### config.mk
export PLATFORM = sky130hd
export DESIGN_NAME = el_scan_out
export DESIGN_NICKNAME = d
export VERILOG_FILES = /design/src/rtl/el_scan_out.sv
export SDC_FILE = /design/constraint.sdc
export NUM_CORES = 1
export LEC_CHECK = 0
export ABC_AREA = 0
export BUFFER_PORTS_ARGS = -buffer_cell sky130_fd_sc_hd__buf_2
export CAP_MARGIN = 20
export CORE_MARGIN = 2
export CORE_UTILIZATION = 37
export DETAILED_ROUTE_END_ITERATION = 16
export PLACE_DENSITY = 0.62
export SLEW_MARGIN = 25
export SYNTH_ARGS = -nofsm -noshare
export SYNTH_HDL_FRONTEND = slang
export SYNTH_SLANG_ARGS = --single-unit
### constraint.sdc
create_clock -name clk -period 2.1 [get_ports clk]
set_input_delay 0.315 -clock clk [delete_from_list [all_inputs] [get_ports clk]]
set_output_delay 0.315 -clock clk [all_outputs]
set_load 0.01 [all_outputs]
### src/rtl/el_scan_out.sv
// el_scan_out: reads the dithered frame RAM and drives the EL panel nibble bus, pixel clock and syncs.
// Build option EL_FRC_GRAY_EN: alternate bit planes per frame for 3 grey levels; default is mono.
module el_scan_out #(
  parameter int unsigned H_BYTES = 80,
  parameter int unsigned V_LINES = 240,
  parameter int unsigned CLK_DIV = 4,
  parameter int unsigned HS_LEN  = 4,
  parameter int unsigned V_BLANK = 16
) (
  input  logic        clk,
  input  logic        rst,
  input  logic        enable,
  output logic [14:0] rdAddr,
  output logic        rdEn,
  input  logic [7:0]  rdData,
  output logic [3:0]  elData,
  output logic        elVclk,
  output logic        elHs,
  output logic        elVs,
  output logic        frameParity,
  output logic        frameStart
);

  localparam int unsigned DivW   = (CLK_DIV > 2) ? $clog2(CLK_DIV) : 1;
  localparam int unsigned CntMx1 = (H_BYTES > HS_LEN) ? H_BYTES : HS_LEN;
  localparam int unsigned CntMax = (CntMx1 > V_BLANK) ? CntMx1 : V_BLANK;
  localparam int unsigned CntW   = (CntMax > 2) ? $clog2(CntMax) : 1;
  localparam int unsigned LineW  = (V_LINES > 2) ? $clog2(V_LINES) : 1;

  localparam logic [DivW-1:0]  DivLast     = DivW'(CLK_DIV - 1);
  localparam logic [DivW-1:0]  DivHalf     = DivW'(CLK_DIV / 2);
  localparam logic [CntW-1:0]  CntHsLast   = CntW'(HS_LEN - 1);
  localparam logic [CntW-1:0]  CntDataLast = CntW'(H_BYTES - 1);
  localparam logic [CntW-1:0]  CntVbLast   = CntW'(V_BLANK - 1);
  localparam logic [LineW-1:0] LineLast    = LineW'(V_LINES - 1);

  localparam logic [1:0] IDLE   = 2'd0;
  localparam logic [1:0] HSYNC  = 2'd1;
  localparam logic [1:0] DATA   = 2'd2;
  localparam logic [1:0] VBLANK = 2'd3;

  logic [1:0]       stateQ, stateD;
  logic [DivW-1:0]  divQ, divD;
  logic [CntW-1:0]  cntQ, cntD;
  logic [LineW-1:0] lineQ, lineD;
  logic [14:0]      addrQ, addrD;
  logic             parityQ, parityD;
  logic             rdValidQ;
  logic [3:0]       holdQ;
  logic [3:0]       planeNib;
  logic             tick, periodEnd, startPulse;

  assign tick      = (stateQ != IDLE) && (divQ == '0);
  assign periodEnd = (stateQ != IDLE) && (divQ == DivLast);

  // cntQ counts sync ticks in HSYNC, bytes in DATA and blank ticks in VBLANK.
  always_comb begin
    stateD     = stateQ;
    divD       = divQ;
    cntD       = cntQ;
    lineD      = lineQ;
    addrD      = addrQ;
    parityD    = parityQ;
    startPulse = 1'b0;
    if (stateQ != IDLE) begin
      divD = periodEnd ? '0 : divQ + 1'b1;
    end
    unique case (stateQ)
      IDLE: begin
        if (enable) begin
          startPulse = 1'b1;
          stateD     = HSYNC;
          divD       = '0;
          cntD       = '0;
          lineD      = '0;
          addrD      = '0;
        end
      end
      HSYNC: begin
        if (periodEnd) begin
          if (cntQ == CntHsLast) begin
            stateD = DATA;
            cntD   = '0;
          end else begin
            cntD = cntQ + 1'b1;
          end
        end
      end
      DATA: begin
        if (periodEnd) begin
          addrD = addrQ + 1'b1;
          if (cntQ == CntDataLast) begin
            cntD = '0;
            if (lineQ == LineLast) begin
              stateD  = VBLANK;
              parityD = ~parityQ;
            end else begin
              stateD = HSYNC;
              lineD  = lineQ + 1'b1;
            end
          end else begin
            cntD = cntQ + 1'b1;
          end
        end
      end
      VBLANK: begin
        if (periodEnd) begin
          if (cntQ == CntVbLast) begin
            cntD = '0;
            if (enable) begin
              startPulse = 1'b1;
              stateD     = HSYNC;
              lineD      = '0;
              addrD      = '0;
            end else begin
              stateD = IDLE;
            end
          end else begin
            cntD = cntQ + 1'b1;
          end
        end
      end
      default: stateD = IDLE;
    endcase
  end

  always_ff @(posedge clk) begin
    if (rst) begin
      stateQ   <= IDLE;
      divQ     <= '0;
      cntQ     <= '0;
      lineQ    <= '0;
      addrQ    <= '0;
      parityQ  <= 1'b0;
      rdValidQ <= 1'b0;
      holdQ    <= '0;
    end else begin
      stateQ   <= stateD;
      divQ     <= divD;
      cntQ     <= cntD;
      lineQ    <= lineD;
      addrQ    <= addrD;
      parityQ  <= parityD;
      rdValidQ <= rdEn;
      holdQ    <= elData;
    end
  end

`ifdef EL_FRC_GRAY_EN
  assign planeNib = parityQ ? rdData[7:4] : rdData[3:0];
`else
  logic unusedLowPlane;
  assign planeNib       = rdData[7:4];
  assign unusedLowPlane = ^rdData[3:0];
`endif

  assign rdEn        = (stateQ == DATA) && tick;
  assign rdAddr      = rdEn ? addrQ : '0;
  // RAM data lands one clk after the tick and is then held for the rest of the pixel period.
  assign elData      = (stateQ != DATA) ? 4'h0 : (rdValidQ ? planeNib : holdQ);
  assign elVclk      = (stateQ == DATA) && (divQ >= DivHalf);
  assign elHs        = (stateQ == HSYNC);
  assign elVs        = (stateQ == HSYNC) && (lineQ == '0);
  assign frameParity = parityQ;
  assign frameStart  = startPulse && !rst;

endmodule

* Word-level counts from Yosys, hierarchy flattened
Cells that the tools add are included.
** Operators by class
- Mux-type cells :: 41
- Equal/unequal tests :: 17
- Shift-type cells :: 0
- Magnitude comparators :: 1
- Add/sub/neg operators :: 4
- Reductions and logical operators :: 17
- Bitwise operators :: 1
- Div/mod/pow operators :: 0
- Multipliers :: 0
** Operator list (number)
- two-way mux 15 bit :: 5
- two-way mux 7 bit :: 7
- two-way mux 8 bit :: 6
- case mux 15 bit (3 select lines) :: 1
- case mux 7 bit (4 select lines) :: 1
- two-way mux 2 bit :: 12
- case mux 8 bit (3 select lines) :: 1
- adder 15 x 1 -> 15 bit, second input constant :: 1
- inequality test 2 bit, second input constant :: 7
- AND reduction 4 bit :: 3
- adder 8 x 1 -> 8 bit, second input constant :: 1
- equality test 8 bit, second input constant :: 1
- zero test 8 bit :: 1
- two-way mux 4 bit :: 2
- case mux 2 bit (4 select lines) :: 1
- adder 7 x 1 -> 7 bit, second input constant :: 1
- equality test 7 x 2 -> 1 bit, second input constant :: 1
- equality test 7 x 4 -> 1 bit, second input constant :: 1
- equality test 7 bit, second input constant :: 1
- AND reduction 7 bit :: 1
- equality test 2 bit, second input constant :: 3
- logical AND 1 bit :: 6
- AND reduction 6 bit :: 1
- zero test 2 bit :: 2
- 10 further kinds :: 14
** Word-level totals
- Output and inout bits :: 25
- Input bits :: 11
- Memories kept :: 0
- ROM bits :: 0
- Bits in writable memories :: 0
- Bits in latches :: 0
- Register bits after elaboration :: 40

* Depth between registers and ports, before layout
Gate-level depths: netlist of run 1.
- Depth after elaboration :: 6
- Gate-level depth with buffers :: 8
- Gate-level depth less buffers :: 7

* Worst setup path after synthesis of run 1
Ideal clock, no wire load.
- Path kind :: reg2reg
- From :: register stateQ[1]
- To :: register stateQ[0]
- Stages on the path, launching flop included :: 9
- Required time :: 1963 ps
- Buffers on the path :: 1
- Clock period less this slack :: 2273 ps
- Path slack :: -173 ps
- Data arrival time :: 2136 ps
- Cells stage by stage :: dfxtp_1 -> inv_1 -> ha_1 -> buf_2 -> or4b_4 -> a2bb2oi_4 -> nand4_4 -> a2111oi_2 -> a2111oi_2
** On the way
- Elaborated cells between the ends (all ways) :: 15
- Classes of those cells :: 10 x eq/ne; 1 x mux; 4 x reduce/logical
** RTL lines
- start: declaration :: RTL line 42 : logic [1:0] stateQ, stateD;
- start signal: assignment :: RTL line 138 : stateQ <= stateD;
- equality test 2 x 1 -> 1 bit (*)
- net elHs :: RTL line 18 : output logic elHs,
- inequality test 2 x 1 -> 1 bit (no source line)
- AND reduction 7 bit (no source line)
Mark *: on every way through the listed nets, which the timed path passes. The rest lies on a longest branch.
A chain may end at the register's enable or synchronous reset.

* Worst setup path in the final report of run 1
- From :: register stateQ[1]
- To :: register stateQ[0]
** On the way
- Longest elaborated chain between the ends :: 4
- Elaborated cells between the ends (all ways) :: 15
- Classes of those cells :: 10 x eq/ne; 1 x mux; 4 x reduce/logical
** Ends and longest elaborated chain
- nonzero test 2 bit :: RTL line 54 : assign periodEnd = (stateQ != IDLE) && (divQ == DivLast);
- logical AND 1 bit :: RTL line 54
- inequality test 2 bit (no source line) / inequality test 2 x 1 -> 1 bit (equally long branches)
- AND reduction 7 bit (no source line)
Several ways; a longest one is shown, not always the timed one.

==> results of run 1 <==
[area by class of cell]
class,instances,share of cell area [%]
timing repair buffer,66,14.14
clock inverter,2,1.116
multi-input combinational,211,52.31
clock buffer,6,2.311
tap,77,3.068
sequential,40,25.78
inverter,10,1.275
[report_power, final]
| part | switching [W] | internal (W) | total (W) |
|---|---|---|---|
| Combinational | 0.000709 | 0.000610 | 0.00132 |
| Clock | 0.000275 | 0.000353 | 0.000628 |
| Sequential | 0.0000550 | 0.000810 | 0.000865 |
[registers in the layout, summed over array words and instances, names as in the netlist]
name	flops
holdQ	4
divQ	2
cntQ	7
addrQ	15
stateQ	2
frameParity	1
rdValidQ	1
lineQ	8
[logic make-up after synthesis]
group,count (synthesis),share of synthesized area (%)
simple gates,133,31.47
buf+inv,21,3.773
compound gates,43,17.05
mux,5,2.067
fa+ha+maj,11,5.685
xor+xnor,19,6.873
flops,40,33.08
[worst max-delay path, stage by stage, from the launching register on]
cell       delay, ns
dfxtp_2         0.33
buf_4           0.13
ha_1            0.20
or4b_4          0.58
a2bb2oi_4       0.18
nand4_4         0.17
a2111oi_2       0.37
[worst paths after layout]
path	endpoint	slack, ns	cells past startpoint
min	cntQ[0]	0.37	2
max reg2reg	stateQ[0]	0.03	6
min reg2reg	lineQ[1]	0.51	2
max	stateQ[0]	0.03	6
[synthesized netlist by cell type, drive strengths merged (3+ instances only)]
master / n
a2111oi: 5
a21oi: 11
and2: 20
and3: 5
and4: 3
buf: 6
clkbuf: 5
dfxtp: 40
ha: 11
inv: 10
mux2i: 5
nand2: 14
nand2b: 4
nand3: 16
nand3b: 4
nand4: 10
nor2: 31
nor2b: 7
nor3: 5
nor4: 5
o21ai: 8
xnor2: 10
xor2: 9
[metrics by stage]
| step | TNS (ns) | cells |
|---|---|---|
| 2_1_floorplan | 0 | 272 |
| 3_3_place_gp | -0.1340 | 392 |
| 3_5_place_dp | -0.2688 | 392 |
| 4_1_cts | 0 | 404 |
| 5_1_grt | -0.2216 | 412 |
| 6_report | 0 | 412 |
[repair_timing]
| action | CTS | global route |
|---|---|---|
| setup buffers | 3 | 7 |
| gates cloned | 1 | 1 |
| pin swaps | 0 | 5 |
| endpoints found under the setup margin | 24 | 27 |
| resized for setup | 17 | 14 |
| hold buffers | 0 | 0 |
[layer usage]
metal	global-route usage (%)	part of all wire, %
met5	0	0
met2	28.20	49
met1	21.23	47
met3	3.113	2.7
met4	6.349	1.4
==> results.txt, run 1 <==
antenna cells: 0
TritonCTS clock tree: done
Leak: 1.204 nW
area taken by multi-input logic gates: 1643 um2
filler cell count: 591
area grow syn2layout: 29.72%
ys flop type: dfxtp_1
max_slew headroom: 68.04%
layout cell share with drive strength beyond 1: 32.84%
DRT Pass-1 Iters: 4
Core ar.: 6350 um2
Die Y: 84.89 um
WL final: 5691 um
worst setup path startpoint: stateQ[1]
via count: 2146
Die Wd: 84.89 um
pre-CTS setup slack: -0.08272 ns
DRC Markers: 0
drt wl/cell: 13.81 um
clock tree sinks: 40
type of element launching the critical path: flop
die area: 7206 um2
EDFF count, synth: 0
worst hold path class: in2reg
Final Worst Setup Slack: 0.03320 ns
RSZ-0062 raised after global routing: yes
Layout Skew: 0.002027 ns
gpl congestion: 0.7816
FMAX: 483.8 MHz
Reg-to-Reg Start: stateQ[1]
first-pass GRT wire length: 9763 um
crit path DAT: 2.26 ns
Skew-Pair Late Insertion Delay: 0.29 ns
Crit. End Element: flop
Max Cap Viol: 0
Clock Path Buffers: 2
power per cell area: 895.3 nW/um2
synth top area cells: dfxtp_1, ha_1, and2_1
synthesized area per cell: 8.901 um2
Max FO, Critical Path: 6
crit path kind: reg2reg
Slew Limit Fails: 0
fraction of registers with async set or reset after synthesis: 0%
Starting Density: 38.13%
I/O pin cnt: 36
hpwl dp: 3853 um
clk root buf: clkbuf_8
Overall Power: 0.002812 W
post-synth top area cell: dfxtp_1
initial drt markers: 81
fin nets: 356
Ys Warns: 0
crit share post-route: 98.42%
H-tree depth: 2
row count: 29
post-placement cell area: 2808 um2
vias in the first global route: 2029
minimum clock period: 2.067 ns
GR Overflow Total: 0
Mapped Area: 2421 um2
Worst Path Required: 2.29 ns
HP Start: rst
Post-Syn Nets: 294
final instance area: 3141 um2
Peak VDD IR: 0.0006092 V
final hold vios: 0
most common cell after layout, fill and taps aside: dfxtp_1
leading cell types in the layout, fill and taps excluded: dfxtp_1, buf_2, nor2_1, buf_4, and2_1
WHS: 0.3737 ns
Syn Inst Count: 272
Synth cell types: 54
clock slew at reported path FFs: 0.08 ns
final core utilization: 49.46%
Tightest Pin Transition: 0.4743 ns
initial antenna violation count: 0
largest net degree at the start of global routing: 15
post-route ant nets: 0
Synth Register Bits: 40
total track usage: 16.71%
share of the synthesized area in the top cell type: 33.07%
register area: 809.5 um2
status: finished clean
post-synthesis sequential area ratio: 33.07%
Inserted Clock Buffers: 5
Port-buffer cells: 31
number of vias per cell: 5.209
final setup violating endpoints: 0
Note: power is estimated with default switching activity, not from simulation.
==> run 2: changes to the inputs <==
- ABC_AREA: 0 -> 1
==> results.txt, run 2 <==
ys flop type: dfxtp_1
final hold vios: 0
Layout Skew: 0.005347 ns
share of the synthesized area in the top cell type: 32.72%
FMAX: 499.0 MHz
I/O pin cnt: 36
synth top area cells: dfxtp_1, nand2_1, nor2_1
via count: 2498
TritonCTS clock tree: done
Post-Syn Nets: 409
crit path DAT: 1.69 ns
leading cell types in the layout, fill and taps excluded: nand2_1, nor2_1, inv_1
power per cell area: 877.3 nW/um2
Clock Path Buffers: 2
hpwl dp: 4309 um
Skew-Pair Late Insertion Delay: 0.29 ns
Comb power frac: 41.1%
status: finished clean
type of element launching the critical path: flop
crit share post-route: 95.43%
Max FO, Critical Path: 8
synthesized area per cell: 6.324 um2
part of the power in registers: 34.1%
initial antenna violation count: 0
number of vias per cell: 4.869
crit path kind: reg2out
Die Wd: 85.33 um
P_sw: 0.001004 W
post-route ant nets: 0
count leader, synth: nand2_1
clk root buf: clkbuf_8
Port-buffer cells: 31
Peak VDD IR: 0.0004785 V
Synth Register Bits: 40
sw frac: 38.98%
fraction of registers with async set or reset after synthesis: 0%
total track usage: 16.92%
post-synth top area cell: dfxtp_1
main combinational cell family by area after synthesis: simple AND/OR/NAND/NOR gates
post-synthesis sequential area ratio: 32.72%
max reg flops: 15
Slew Limit Fails: 0
DRC Markers: 0
Inserted Clock Buffers: 5
Core ar.: 6386 um2
clock tree sinks: 40
Mapped Area: 2447 um2
area grow syn2layout: 19.94%
DRT Pass-1 Iters: 4
RSZ-0062 raised after global routing: yes
row count: 29
Worst Path Required: 1.78 ns
clock slew at reported path FFs: 0.08 ns
biggest regs: addrQ (15), lineQ (8), cntQ (7)
initial drt markers: 168
layout cell share with drive strength beyond 1: 17.89%
Simple-Gate Fraction of Synth Area: 40.70%
vias in the first global route: 2293
largest net degree at the start of global routing: 18
EDFF count, synth: 0
final core utilization: 45.96%
xor/xnor cell area share of the yosys netlist: 2.147%
GR Overflow Total: 0
most common cell after layout, fill and taps aside: nand2_1
WL final: 5792 um
WHS: 0.3466 ns
final setup violating endpoints: 0
Synth cell types: 28
Die Y: 85.33 um
fin nets: 457
worst hold path class: in2reg
mux cell area share after synthesis: 0%
gpl congestion: 0.8476
first-pass GRT wire length: 10140 um
Crit. End Element: output port
Starting Density: 38.32%
complex-gate fraction of the synthesized area: 9.816%
P_int: 0.001571 W
Syn Inst Count: 387
Ys Warns: 0
pre-CTS setup slack: 0.1452 ns
Largest Register: addrQ
max_slew headroom: 77.30%
die area: 7281 um2
adder-cell area share of the yosys netlist: 5.624%
Clock power frac: 24.8%
Leak: 1.204 nW
drt wl/cell: 11.29 um
minimum clock period: 2.004 ns
r2r setup slk: 0.24 ns
H-tree depth: 2
top cells by count, synth: nand2_1, nor2_1, inv_1
Tightest Pin Transition: 0.3370 ns
antenna cells: 0
Max Cap Viol: 0
Final Worst Setup Slack: 0.09607 ns
==> run 2: what timing repair did <==
action	in CTS	in global routing
gates resized for setup	1	8
hold buffers	0	0
pin swaps	0	1
endpoints found under the setup margin	4	39
buffers inserted	2	3
==> run 2: cells by family (layout without fill, tap and decap cells) <==
| logic type | after synthesis | after routing |
|---|---|---|
| AO/OA/AOI/OAI | 42 | 42 |
| XOR/XNOR | 6 | 6 |
| adder cells (fa/ha/maj) | 11 | 11 |
| buffers and inverters | 55 | 104 |
| flip-flops | 40 | 40 |
| AND/OR/NAND/NOR | 233 | 233 |
==> run 2: power groups by stage <==
stage	clock network (W)	registers (W)	logic [W]
global route	0.000686	0.000893	0.00120
CTS	0.000666	0.000874	0.00101
floorplan	0	0.000878	0.000700
detailed placement	0	0.000891	0.000995
finish	0.000639	0.000877	0.00106
global placement	0	0.000891	0.000991
==> run 2: path summary, 6_finish.rpt <==
kind | start | end | cells after the start
min reg2reg | addrQ[14] | addrQ[14] | 2
min | rdData[4] | holdQ[0] | 3
max | stateQ[0] | elData[3] | 6
max reg2reg | stateQ[0] | lineQ[7] | 9
==> run 2: per-stage QoR <==
| step | total power, W | area, um2 | TNS, ns | std cells |
|---|---|---|---|---|
| after floorplan | 0.001578 | 2447 | 0 | 387 |
| after global placement | 0.001883 | 2753 | 0 | 500 |
| after detailed placement | 0.001886 | 2753 | 0 | 500 |
| after CTS | 0.002552 | 2883 | 0 | 510 |
| after global routing | 0.002781 | 2935 | -0.09529 | 513 |
| final | 0.002575 | 2935 | 0 | 513 |
==> run 2: area by class of cell <==
cell class | instances | area [um2]
fill | 677 | 3451
multi-input combinational | 292 | 1450
sequential | 40 | 803.3
timing repair buffer | 49 | 294.0
inverter | 47 | 180.2
tap | 77 | 96.34
clock buffer | 5 | 68.82
clock inverter | 3 | 42.54
==> run 2: critical path, stage by stage (launching register included) <==
cell	delay (ns)
dfxtp_2	0.35
inv_1	0.11
ha_2	0.21
buf_4	0.15
clkinvlp_4	0.20
nor3_1	0.23
buf_2	0.16
==> run 2: routing by layer <==
layer	wire, um	GRT usage (%)	up-vias
met5	0	0	-
met4	34	4.473	0
met3	257	3.307	4
met2	2484	27.63	49
met1	3016	22.84	1112
li1	-	-	1333
